===== config.mk =====
export PLATFORM = sky130hd
export DESIGN_NAME = imem_arb
export DESIGN_NICKNAME = d
export VERILOG_FILES = /design/src/rtl/imem_arb_pkg.sv /design/src/rtl/imem_arb.sv
export SDC_FILE = /design/constraint.sdc
export NUM_CORES = 1
export LEC_CHECK = 0
export BUFFER_PORTS_ARGS = -buffer_cell sky130_fd_sc_hd__buf_2
export CAP_MARGIN = 20
export CORE_MARGIN = 5
export CORE_UTILIZATION = 43
export DETAILED_ROUTE_END_ITERATION = 8
export HOLD_SLACK_MARGIN = 0.08
export PLACE_DENSITY = 0.81
export SYNTH_ARGS = -nofsm -noshare
export SYNTH_HDL_FRONTEND = slang
export SYNTH_SLANG_ARGS = --single-unit

===== constraint.sdc =====
create_clock -name clk -period 2.7 [get_ports clk]
set_input_delay 0.405 -clock clk [delete_from_list [all_inputs] [get_ports clk]]
set_output_delay 0.405 -clock clk [all_outputs]
set_load 0.005 [all_outputs]

===== src/rtl/imem_arb_pkg.sv =====
// Shared types and constants for the instruction-memory arbiter between fetch and the program loader.
package imem_arb_pkg;

   typedef enum logic [1:0] {
      FETCH   = 2'd0,
      DRAIN   = 2'd1,
      LOAD    = 2'd2,
      RESTART = 2'd3
   } arb_state_e;

   localparam int IMEM_AW  = 9;
   localparam int LD_CNT_W = 16;

   // Beat counter increment that sticks at all-ones instead of wrapping.
   function automatic logic [LD_CNT_W-1:0] sat_inc(input logic [LD_CNT_W-1:0] v);
      logic [LD_CNT_W-1:0] r;
      if (v == {LD_CNT_W{1'b1}}) begin
         r = v;
      end else begin
         r = v + LD_CNT_W'(1);
      end
      return r;
   endfunction

endpackage


===== src/rtl/imem_arb.sv =====
// Arbiter/sequencer for the single-port imem: passes fetch through, freezes and drains fetch
// for the loader, hands the port over, then restarts fetch with a one-cycle redirect.
module imem_arb
   import imem_arb_pkg::*;
#(
   parameter int AW        = IMEM_AW,
   parameter int DRAIN_CYC = 1
) (
   input  logic                clk,
   input  logic                reset_n,
   input  logic                pipe_stall,
   input  logic                pipe_jmp,
   input  logic [31:0]         pipe_jmp_pc,
   input  logic [AW-1:0]       fetch_addr,
   output logic                if_stall,
   output logic                if_jmp,
   output logic [31:0]         if_jmp_pc,
   input  logic                ld_req,
   input  logic                ld_we,
   input  logic [AW-1:0]       ld_addr,
   input  logic [31:0]         ld_wdata,
   input  logic                ld_done,
   input  logic [31:0]         ld_restart_pc,
   output logic                ld_ready,
   output logic [AW-1:0]       mem_addr,
   output logic                mem_we,
   output logic [31:0]         mem_wdata,
   output logic                busy,
   output logic [LD_CNT_W-1:0] ld_count
);

   localparam logic [3:0] DRAIN_INIT = 4'(DRAIN_CYC - 1);

   arb_state_e            state_r;
   logic [3:0]            drain_cnt_r;
   logic [31:0]           restart_pc_r;
   logic [LD_CNT_W-1:0]   ld_count_r;
   logic                  beat_s;

   assign beat_s   = ld_req & ld_we;
   assign ld_count = ld_count_r;

   // Ownership sequencing, drain countdown, beat counting and restart-PC capture.
   always_ff @(posedge clk or negedge reset_n) begin
      if (!reset_n) begin
         state_r      <= FETCH;
         drain_cnt_r  <= 4'd0;
         restart_pc_r <= 32'd0;
         ld_count_r   <= '0;
      end else begin
         case (state_r)
            FETCH: begin
               if (ld_req) begin
                  state_r     <= DRAIN;
                  drain_cnt_r <= DRAIN_INIT;
               end
            end
            DRAIN: begin
               if (drain_cnt_r == 4'd0) begin
                  state_r    <= LOAD;
                  ld_count_r <= '0;
               end else begin
                  drain_cnt_r <= drain_cnt_r - 4'd1;
               end
            end
            LOAD: begin
               // A beat coinciding with ld_done is still counted.
               if (beat_s) begin
                  ld_count_r <= sat_inc(ld_count_r);
               end
               if (ld_done) begin
                  restart_pc_r <= ld_restart_pc;
                  state_r      <= RESTART;
               end
            end
            RESTART: begin
               state_r <= FETCH;
            end
            default: begin
               state_r <= FETCH;
            end
         endcase
      end
   end

   // Output steering; if_* never depend on ld_* inputs.
   always_comb begin
      if_stall  = pipe_stall;
      if_jmp    = pipe_jmp;
      if_jmp_pc = pipe_jmp_pc;
      mem_addr  = fetch_addr;
      mem_we    = 1'b0;
      mem_wdata = ld_wdata;
      ld_ready  = 1'b0;
      busy      = 1'b1;
      case (state_r)
         FETCH: begin
            busy = 1'b0;
         end
         DRAIN: begin
            if_stall = 1'b1;
            if_jmp   = 1'b0;
         end
         LOAD: begin
            if_stall = 1'b1;
            if_jmp   = 1'b0;
            ld_ready = 1'b1;
            mem_addr = ld_addr;
            mem_we   = beat_s;
         end
         RESTART: begin
            if_stall  = 1'b0;
            if_jmp    = 1'b1;
            if_jmp_pc = restart_pc_r;
         end
         default: begin
            if_stall = 1'b1;
            if_jmp   = 1'b0;
         end
      endcase
   end

endmodule


After elaboration in Yosys (flattened, before gate mapping):

Cells that the tools add are included.

* register bits after elaboration: 54
* input bits: 121
* output and inout bits: 94
* logic and storage cells: 44

* add/subtract/negate cells: 2
* eq/ne operators: 10
* muxes and demuxes: 18
* bitwise gates (word level): 1
* reductions and logical operators: 9

Operators with widths (count)
* $mux W16: 3
* $mux W32: 1
* $pmux W16 S2: 1
* $add A16 B1 Y16 const B: 1
* $eq A16 B16 Y1 const B: 1
* $ne A2 B2 Y1 const B: 6
* $mux W9: 1
* $mux W4: 2
* $pmux W2 S4: 1
* $pmux W4 S2: 1
* $mux W2: 3
* $reduce_and A3 Y1: 2
* $eq A2 B2 Y1 const B: 2
* $logic_not A4 Y1: 1
* $pmux W1 S2: 2
* $reduce_and A4 Y1: 1
* $reduce_bool A2 Y1: 2
* $sub A4 B1 Y4 const B: 1
* $mux W1: 3
* $eq A2 B1 Y1 const B: 1
* $logic_not A2 Y1: 1
* $reduce_and A2 Y1: 1
* $reduce_or A2 Y1: 1
* $and A1 B1 Y1: 1

Depth between registers and ports, before layout:

Gate-level depths: netlist of run 1.

* depth after elaboration: 4
* depth in mapped cells: 7
* gate-level depth less buffers: 6

Worst setup path after synthesis of run 1:

OpenSTA, ideal clock, no wires.

* path kind: reg-to-output
* start: register state_r[0]
* end: output mem_addr[0]
* arrival time: 1707 ps
* required time: 2295 ps
* setup slack: 588 ps
* stages on the path, launching flop included: 6
* path buffers: 2
* cell sequence: dfrtp_1 -> inv_1 -> ha_1 -> clkbuf_1 -> clkbuf_1 -> mux2_2

* word-level cells in the longest chain between the ends: 2

Ends and longest elaborated chain
* from (decl): RTL line imem_arb.sv:34 `arb_state_e state_r;`
* from (signal assigned): RTL line imem_arb.sv:46 `state_r <= FETCH;`
* from (signal assigned): RTL line imem_arb.sv:54 `state_r <= DRAIN;`
* from (signal assigned): RTL line imem_arb.sv:60 `state_r <= LOAD;`
* $eq A2 B2 Y1: RTL line imem_arb.sv:96 `case (state_r)`
* $mux W9: RTL line imem_arb.sv:96
* to (decl): RTL line imem_arb.sv:25 `output logic [AW-1:0] mem_addr,`

No other way between the ends.

Worst setup path in the final report of run 1:

* start: register state_r[0]
* end: output mem_addr[7]

The elaborated chain is that of the path after synthesis.

==> results by group, run 1 <==
Outcome
  – Status: completed

Yosys
  – Yosys Warn Count: 0
  – Syn Inst Count: 299
  – EDFF count, synth: 0
  – Number of synthesized register bits: 54
  – Syn_nets: 428
  – Yosys cell types: 58
  – Avg Cell Area, Syn: 11.40 sq um
  – Most used flip-flop cell after synthesis: dfrtp_1
  – Cell Area, Synth: 3408 sq um
  – Asr flop ratio synth: 100.0%
  – Sequential element share of the synthesized area: 39.65%

Critical path
  – CP startpoint kind: flop
  – CP endpoint kind: output pin
  – Critical path required time: 2.30 ns
  – Crit path largest cell delay: 0.42 ns
  – Top delay family on crit path: buffers and inverters
  – CP Class: flop to output pin
  – Most common cell on crit path: buf_4
  – CP cell instances: inv_1 -> ha_1 -> buf_4 -> buf_4 -> mux2_2 -> buf_2
  – Buf/Inv on CP: 4
  – Worst Path Max Fanout: 17
  – Slowest stage cell, crit path: dfrtp_1
  – Arr. time, crit path: 2.08 ns

Die
  – Core Area: 7727 sq um
  – Starting Density: 44.11%
  – Die width: 99.03 um
  – Die area: 9807 sq um
  – Die height: 99.03 um
  – # rows: 32
  – I/O pin count: 215

Cells and area
  – Most frequent cells in the layout: buf_2, mux2_2, dfrtp_1
  – Fin area: 4139 sq um
  – Fraction of layout instances using a drive strength above 1: 61.34%
  – Number of fill cells: 687
  – Footprint of the multi-input gates: 1718 sq um
  – Most common cell after layout, fill and taps aside: buf_2
  – Nets: 547
  – Area grow syn2layout: 21.44%
  – ANT cells: 0
  – Sequential standard cell area: 1351 sq um
  – Post-layout util: 53.56%

Detailed routing
  – Total iterations of the first detailed-routing run: 4
  – Final wirelength: 8.562 mm
  – Vias per inst: 5.294
  – Drt initial violations: 101
  – Routed vias: 2758
  – Detailed-route DRC error count: 0
  – Routed length per instance: 16.43 um
  – Routed Antenna Nets: 0

GRT
  – Largest net degree at the start of global routing: 35
  – Overall Global Routing Usage: 17.62%
  – Vias in the first global route: 3104
  – Antenna violations before repair: 0
  – First-pass GRT wire length: 14.39 mm
  – Grt ovf: 0

STA
  – Tcrit/Tclk final: 91.88%
  – Max Fclk: 403.1 MHz
  – Slew Limit Fails: 0
  – Crit path time final: 2.481 ns
  – Setup TNS Final: 0 ns
  – Worst slew pin tran: 0.7510 ns
  – Setup Skew: 0.01334 ns
  – Final setup violation count: 0
  – Worst slew margin: 49.93%
  – Setup WS post-layout: 0.2193 ns
  – Final hold vios: 0
  – RSZ-0062 raised after global routing: no

CTS
  – Worst-skew pair later-pin latency: 0.31 ns
  – CTS buffer count: 5
  – Resized cells post-CTS: 0
  – Reg clk slew, reported paths: 0.11 ns
  – CTS Hold Bufs: 0
  – CTS tree: built
  – CTS root buffer: clkbuf_8
  – Htree depth: 2
  – Setup Buffers After CTS: 0
  – Clock buffer depth: 2
  – # clock sinks: 54

Place
  – Port Buf Inserts: 150
  – RePlAce Congestion: 0.8155
  – DP HPWL: 6.974 mm
  – DP Worst Slack: 0.5503 ns
  – Area post-placement: 4045 sq um

Pwr
  – Worst vdd ir: 0.0004347 V
  – Lkg Pwr: 1.990 nW
  – Power density over the cells: 829.2 nW/um^2

Flow run
  – Number of max-cap violations: 0

Worst hold path
  – Worst min path class: input port to asynchronous set/reset pin
==> final timing paths <==
path	end	startpoint	cells after the start	slack [ns]
max	mem_addr[7]	state_r[0]	6	0.22
min	restart_pc_r[4]	reset_n	1	0.15
max reg2reg	ld_count[7]	drain_cnt_r[0]	6	0.48
min reg2reg	restart_pc_r[11]	restart_pc_r[11]	1	0.52
max in group asynchronous	drain_cnt_r[3]	reset_n	2	1.90
min in group clk	restart_pc_r[12]	ld_restart_pc[12]	2	0.31
==> registers in the layout, summed over array words and instances, names as in the netlist <==
signal,flops
restart_pc_r,32
ld_count,16
state_r,2
drain_cnt_r,4
==> cell families after synthesis <==
logic type / Yosys count / share of synthesized area [%]
adders and majority gates: 8 / 2.937
muxes: 78 / 25.84
buffers and inverters: 58 / 9.948
DFF: 54 / 39.65
AOI/OAI and AO/OA: 47 / 11.75
and+or+nand+nor: 54 / 9.875
==> cells in the mapped netlist (2+ instances only) <==
library cell | n | area (sq um)
a41o_1 | 2 | 20.02
nor3b_1 | 2 | 15.01
a22o_1 | 3 | 26.28
nor2_1 | 6 | 22.52
a21oi_1 | 3 | 15.01
o211ai_1 | 3 | 22.52
buf_4 | 32 | 240.2
ha_1 | 8 | 100.1
clkbuf_1 | 7 | 26.28
nor4_1 | 3 | 18.77
dfrtp_1 | 54 | 1351
nand2b_1 | 3 | 18.77
and3_1 | 2 | 12.51
nor3_1 | 5 | 25.02
a31oi_1 | 5 | 31.28
a211o_1 | 2 | 17.52
buf_1 | 4 | 15.01
mux2_2 | 76 | 855.8
o21ai_0 | 4 | 20.02
nand3_1 | 2 | 10.01
inv_1 | 14 | 52.55
a221o_2 | 3 | 33.78
nand4_1 | 7 | 43.79
o221ai_1 | 4 | 35.03
nand2_1 | 12 | 45.04
==> metal layers <==
layer | global-route usage [%] | wire length [um] | vias to the layer above
met5 | 0 | 0 | -
met1 | 19.88 | 3236 | 1340
met3 | 3.963 | 493 | 18
met4 | 5.147 | 150 | 0
met2 | 32.85 | 4681 | 84
li1 | - | - | 1316
==> final cells by class <==
cell class	count	area share [%]
tap	102	3.083
multi-input combinational	187	41.51
clock inverter	3	0.6046
clock buffer	5	1.663
sequential	54	32.65
timing repair buffer	156	19.23
inverter	14	1.270
==> worst register-to-register path: stages (launching register included) <==
cell and delay [ns]:
dfrtp_1 0.42, inv_1 0.09, ha_1 0.15, or3b_1 0.48, a2bb2oi_2 0.46, o21ai_2 0.13
a221o_1 0.37
==> power by group <==
part	internal (mW)	switching, mW
Sequential	1.09	0.164
Combinational	0.957	0.758
Clock	0.188	0.279
Total	2.23	1.20
==> metrics by stage <==
stage                     cells  total power, mW  hold WS (ns)
after global placement      513            2.935        0.4836
after global routing        521            3.690        0.2093
after detailed placement    513            3.006        0.4877
after CTS                   521            3.473        0.1748
after floorplan             299            2.426        0.1094
final                       521            3.432        0.1517
(Power assumes the default switching activity.)
==> run 2, diff against run 1 <==
==> constraint.sdc (replaced) <==
create_clock -name clk -period 2.7 [get_ports clk]
set_input_delay 0.27 -clock clk [delete_from_list [all_inputs] [get_ports clk]]
set_output_delay 0.27 -clock clk [all_outputs]
set_load 0.005 [all_outputs]
==> run 2 against run 1 <==
Against the previous run:
- wire length shrank 0.41%
- combinational power is essentially flat
- clock skew shrank 0.0043 ns
- global-route usage shrank 0.35 points
- via count shrank 2.2%
- final cell count is the same
- largest power group unchanged
- fmax grew 4.2%
- critical path depth shrank 1
- critical path type unchanged
- worst setup slack gained 0.10 ns
- hold slack gained 0.030 ns
- clock-buffer cell count is the same
==> results by group, run 2 (synthesized netlist as in run 1, its figures left out) <==
Outcome
  – Status: completed

GRT
  – Vias in the first global route: 2926
  – Largest net degree at the start of global routing: 35
  – Overall Global Routing Usage: 17.27%
  – Antenna violations before repair: 0
  – Grt ovf: 0
  – First-pass GRT wire length: 13.98 mm

Detailed routing
  – Drt initial violations: 203
  – Final wirelength: 8.527 mm
  – Routed Antenna Nets: 0
  – Detailed-route DRC error count: 0
  – Total iterations of the first detailed-routing run: 4
  – Vias per inst: 5.175
  – Routed length per instance: 16.37 um
  – Routed vias: 2696

Critical path
  – Top delay family on crit path: buffers and inverters
  – Buf/Inv on CP: 3
  – Critical path required time: 2.43 ns
  – Arr. time, crit path: 2.11 ns
  – R2r setup slk: 0.38 ns
  – CP cell instances: inv_1 -> ha_1 -> buf_4 -> mux2_2 -> buf_2
  – Crit path largest cell delay: 0.41 ns
  – CP endpoint kind: output pin
  – Setup crit start: state_r[0]
  – Worst Path Max Fanout: 21
  – Worst setup endpoint: mem_addr[7]
  – FF-to-FF End: ld_count[7]
  – CP startpoint kind: flop
  – Slowest stage cell, crit path: dfrtp_1
  – Cell count along the critical path: 5
  – Reg2reg path depth: 6
  – CP Class: flop to output pin
  – Reg2Reg Launch Point: state_r[0]

Pwr
  – Power density over the cells: 829.9 nW/um^2
  – Lkg Pwr: 1.989 nW
  – Final Power: 3.437 mW
  – Worst vdd ir: 0.0004303 V

Cells and area
  – Area grow syn2layout: 21.51%
  – Fraction of layout instances using a drive strength above 1: 61.10%
  – Top reg by flops: restart_pc_r
  – Non-Filler Instances: 521
  – Number of fill cells: 674
  – Most frequent cells in the layout: buf_2, mux2_2, dfrtp_1
  – Sequential standard cell area: 1351 sq um
  – Footprint of the multi-input gates: 1718 sq um
  – Nets: 547
  – Max FFs per register: 32
  – Most common cell after layout, fill and taps aside: buf_2
  – ANT cells: 0

Die
  – Die height: 99.03 um
  – # rows: 32
  – Die width: 99.03 um
  – I/O pin count: 215
  – Core Area: 7727 sq um
  – Starting Density: 44.11%
  – Die area: 9807 sq um

Place
  – DP HPWL: 6.859 mm
  – Placed insts: 512
  – Port Buf Inserts: 150
  – RePlAce Congestion: 0.8075

STA
  – Final hold vios: 0
  – Crit path time final: 2.380 ns
  – Hold slack: 0.1817 ns
  – RSZ-0062 raised after global routing: no
  – Final setup violation count: 0
  – Tcrit/Tclk final: 88.13%
  – Max Fclk: 420.2 MHz
  – Slew Limit Fails: 0
  – Worst slew pin tran: 0.7374 ns
  – Setup TNS Final: 0 ns
  – Worst slew margin: 50.84%
  – Setup Skew: 0.009073 ns

CTS
  – Resized cells post-CTS: 0
  – Worst-skew pair later-pin latency: 0.31 ns
  – CTS tree: built
  – Clock buffer depth: 2
  – CTS root buffer: clkbuf_8
  – Htree depth: 2
  – CTS buffer count: 5
  – Reg clk slew, reported paths: 0.10 ns
  – # clock sinks: 54
  – Setup Buffers After CTS: 0

Flow run
  – Number of max-cap violations: 0

Worst hold path
  – Worst min path class: input port to flop
run 2: power by group:
part           total, mW  switching [mW]  internal, mW
logic               1.72           0.771         0.951
clock network      0.466           0.278         0.188
registers           1.25           0.163          1.09
run 2: layer usage:
| layer | global-route usage, % | up-vias | routed length (um) |
|---|---|---|---|
| li1 | - | 1310 | - |
| met5 | 0 | - | 0 |
| met4 | 6.408 | 0 | 139 |
| met2 | 30.22 | 90 | 4539 |
| met1 | 20.87 | 1282 | 3400 |
| met3 | 3.468 | 14 | 447 |
run 2: worst min path at each step:
stage                     slack [ns]                to               from  depth (start not counted)
final                           0.18  restart_pc_r[30]  ld_restart_pc[30]                          2
after floorplan                -0.03    drain_cnt_r[0]            reset_n                          0
after global routing            0.17  restart_pc_r[19]  ld_restart_pc[19]                          2
after CTS                       0.17  restart_pc_r[19]  ld_restart_pc[19]                          2
after detailed placement        0.37   restart_pc_r[3]            reset_n                          1
after global placement          0.37   restart_pc_r[3]            reset_n                          1
run 2: final cells by class:
cell class	count	area share [%]
Sequential cell	54	32.63
Clock buffer	5	1.662
Multi-Input combinational cell	187	41.48
Timing Repair Buffer	156	19.27
Tap cell	102	3.082
Inverter	14	1.269
Clock inverter	3	0.6042
run 2: repair_timing:
item                                    CTS  global route
hold buffers                              1             0
endpoints found under the setup margin    0             0
hold endpoints to repair                 32             0
run 2: per-stage QoR:
stage | area (sq um) | setup WS [ns] | util, %
2_1_floorplan | 3408 | 0.7226 | -
3_3_place_gp | 4038 | 0.5716 | 52.25
3_5_place_dp | 4038 | 0.4111 | 52.25
4_1_cts | 4141 | 0.3144 | 53.59
5_1_grt | 4141 | 0.1788 | 53.59
6_report | 4141 | 0.3204 | 53.59
==> run 3, diff against run 2 <==
--- a/config.mk
+++ b/config.mk
@@ -7,11 +7,13 @@
 export LEC_CHECK = 0
 export BUFFER_PORTS_ARGS = -buffer_cell sky130_fd_sc_hd__buf_2
 export CAP_MARGIN = 20
+export CELL_PAD_IN_SITES_DETAIL_PLACEMENT = 0
+export CELL_PAD_IN_SITES_GLOBAL_PLACEMENT = 1
 export CORE_MARGIN = 5
-export CORE_UTILIZATION = 43
+export CORE_UTILIZATION = 31
 export DETAILED_ROUTE_END_ITERATION = 8
 export HOLD_SLACK_MARGIN = 0.08
-export PLACE_DENSITY = 0.81
+export PLACE_DENSITY_LB_ADDON = 0.1
 export SYNTH_ARGS = -nofsm -noshare
 export SYNTH_HDL_FRONTEND = slang
 export SYNTH_SLANG_ARGS = --single-unit
==> run 3 against run 2 <==
Against the previous run:
- hold slack improved by 0.0077 ns
- clock-buffer cell count increased by 1
- wire length increased by 8.9%
- cell area increased by 1.8%
- clock power increased by 18%
- sequential share of layout area decreased by 0.59 points
- via count increased by 2.1%
- critical path depth unchanged
- largest power group unchanged
==> results by group, run 3 (synthesized netlist as in run 1, its figures left out) <==
Critical path
  – Buf/Inv on CP: 3
  – Crit path largest cell delay: 0.42 ns
  – Worst Path Max Fanout: 26
  – CP startpoint kind: flop
  – CP endpoint kind: output pin
  – Top delay family on crit path: buffers and inverters
  – CP Class: flop to output pin
  – Slowest stage cell, crit path: dfrtp_1
  – R2r setup slk: 0.46 ns
  – CP cell instances: inv_1 -> ha_1 -> buf_4 -> mux2_2 -> buf_2
  – Critical path required time: 2.43 ns
  – Arr. time, crit path: 2.03 ns

Detailed routing
  – Routed vias: 2752
  – Drt initial violations: 102
  – Total iterations of the first detailed-routing run: 4
  – Final wirelength: 9.286 mm
  – Routed length per instance: 16.61 um
  – Vias per inst: 4.923
  – Routed Antenna Nets: 0
  – Detailed-route DRC error count: 0

Pwr
  – Final Power: 3.548 mW
  – Worst vdd ir: 0.0002930 V
  – Lkg Pwr: 2.000 nW
  – Power density over the cells: 841.3 nW/um^2

STA
  – Final setup violation count: 0
  – Final hold vios: 0
  – Hold slack: 0.1894 ns
  – Worst slew margin: 54.49%
  – Max Fclk: 434.9 MHz
  – Worst slew pin tran: 0.6764 ns
  – Slew Limit Fails: 0
  – Crit path time final: 2.299 ns
  – Setup TNS Final: 0 ns
  – Setup Skew: 0.008277 ns
  – RSZ-0062 raised after global routing: no
  – Setup WS post-layout: 0.4008 ns
  – Tcrit/Tclk final: 85.16%

Cells and area
  – Area grow syn2layout: 23.75%
  – Nets: 547
  – Max FFs per register: 32
  – Fraction of layout instances using a drive strength above 1: 60.86%
  – Top reg by flops: restart_pc_r
  – ANT cells: 0
  – Number of fill cells: 1067
  – Post-layout util: 39.08%
  – Most frequent cells in the layout: buf_2, mux2_2, dfrtp_1
  – Most common cell after layout, fill and taps aside: buf_2

CTS
  – Reg clk slew, reported paths: 0.10 ns
  – CTS buffer count: 5
  – # clock sinks: 54
  – Worst-skew pair later-pin latency: 0.31 ns
  – CTS root buffer: clkbuf_8
  – Htree depth: 2
  – CTS tree: built
  – Setup Buffers After CTS: 0
  – Clock buffer depth: 2

Die
  – # rows: 38
  – Core Area: 10790 sq um
  – Die area: 13190 sq um
  – Starting Density: 31.58%
  – Die width: 114.9 um
  – I/O pin count: 215
  – Die height: 114.9 um

GRT
  – Met2 GRT Util: 22.18%
  – Grt ovf: 0
  – Overall Global Routing Usage: 13.41%
  – Met3 usage: 3.684%
  – GR peak layer: met2
  – Vias in the first global route: 2821
  – First-pass GRT wire length: 14.31 mm
  – Largest net degree at the start of global routing: 33
  – Met1 Track Usage GR: 17.42%
  – Antenna violations before repair: 0

Place
  – DP Worst Slack: 0.4584 ns
  – DP HPWL: 7.131 mm
  – RePlAce Congestion: 0.7710
  – Port Buf Inserts: 150

Worst hold path
  – Worst min path class: input port to flop

Outcome
  – Status: completed

Flow run
  – Number of max-cap violations: 0
-- run 3: stage by stage --
step                      std cells  instance area [sq um]
after detailed placement        550                   4098
final                           559                   4218
after global placement          550                   4098
after CTS                       559                   4218
after floorplan                 299                   3408
after global routing            559                   4218
-- run 3: path summary, 6_finish.rpt --
check | end | depth (start not counted) | from
worst max-delay path | mem_addr[2] | 5 | state_r[0]
worst min-delay path | restart_pc_r[5] | 2 | ld_restart_pc[5]
worst max register to register | ld_count[7] | 6 | state_r[1]
worst min register to register | restart_pc_r[27] | 1 | restart_pc_r[27]
max in group asynchronous | restart_pc_r[18] | 3 | reset_n
min in group asynchronous | restart_pc_r[8] | 2 | reset_n
-- run 3: layout make-up --
class / count / area [sq um] / area share (%)
clock inverters: 2 / 37.54 / 0.8899
multi-input cells: 187 / 1718 / 40.73
clock buffers: 6 / 72.57 / 1.721
flip-flops and latches: 54 / 1351 / 32.04
inverters: 14 / 52.55 / 1.246
repair buffers: 156 / 810.8 / 19.22
well taps: 140 / 175.2 / 4.153
-- run 3: power by group --
| part | switching, mW | internal, mW | leakage (nW) |
|---|---|---|---|
| clock | 0.270 | 0.277 | 0.0514 |
| sequential | 0.156 | 1.09 | 0.680 |
| combinational | 0.787 | 0.973 | 1.27 |
| total | 1.21 | 2.34 | 2.00 |
-- run 3: what timing repair did --
| action | CTS | global route |
|---|---|---|
| endpoints found under the hold margin | 23 | 0 |
| hold buffers | 1 | 0 |
| gates resized for setup | 0 | 0 |
-- run 3: metal layers --
layer  vias up  routed length [um]
li1       1314                   -
met1      1336                3938
met3        12                 716
met4         0                  81
met5         -                   0
met2        90                4550
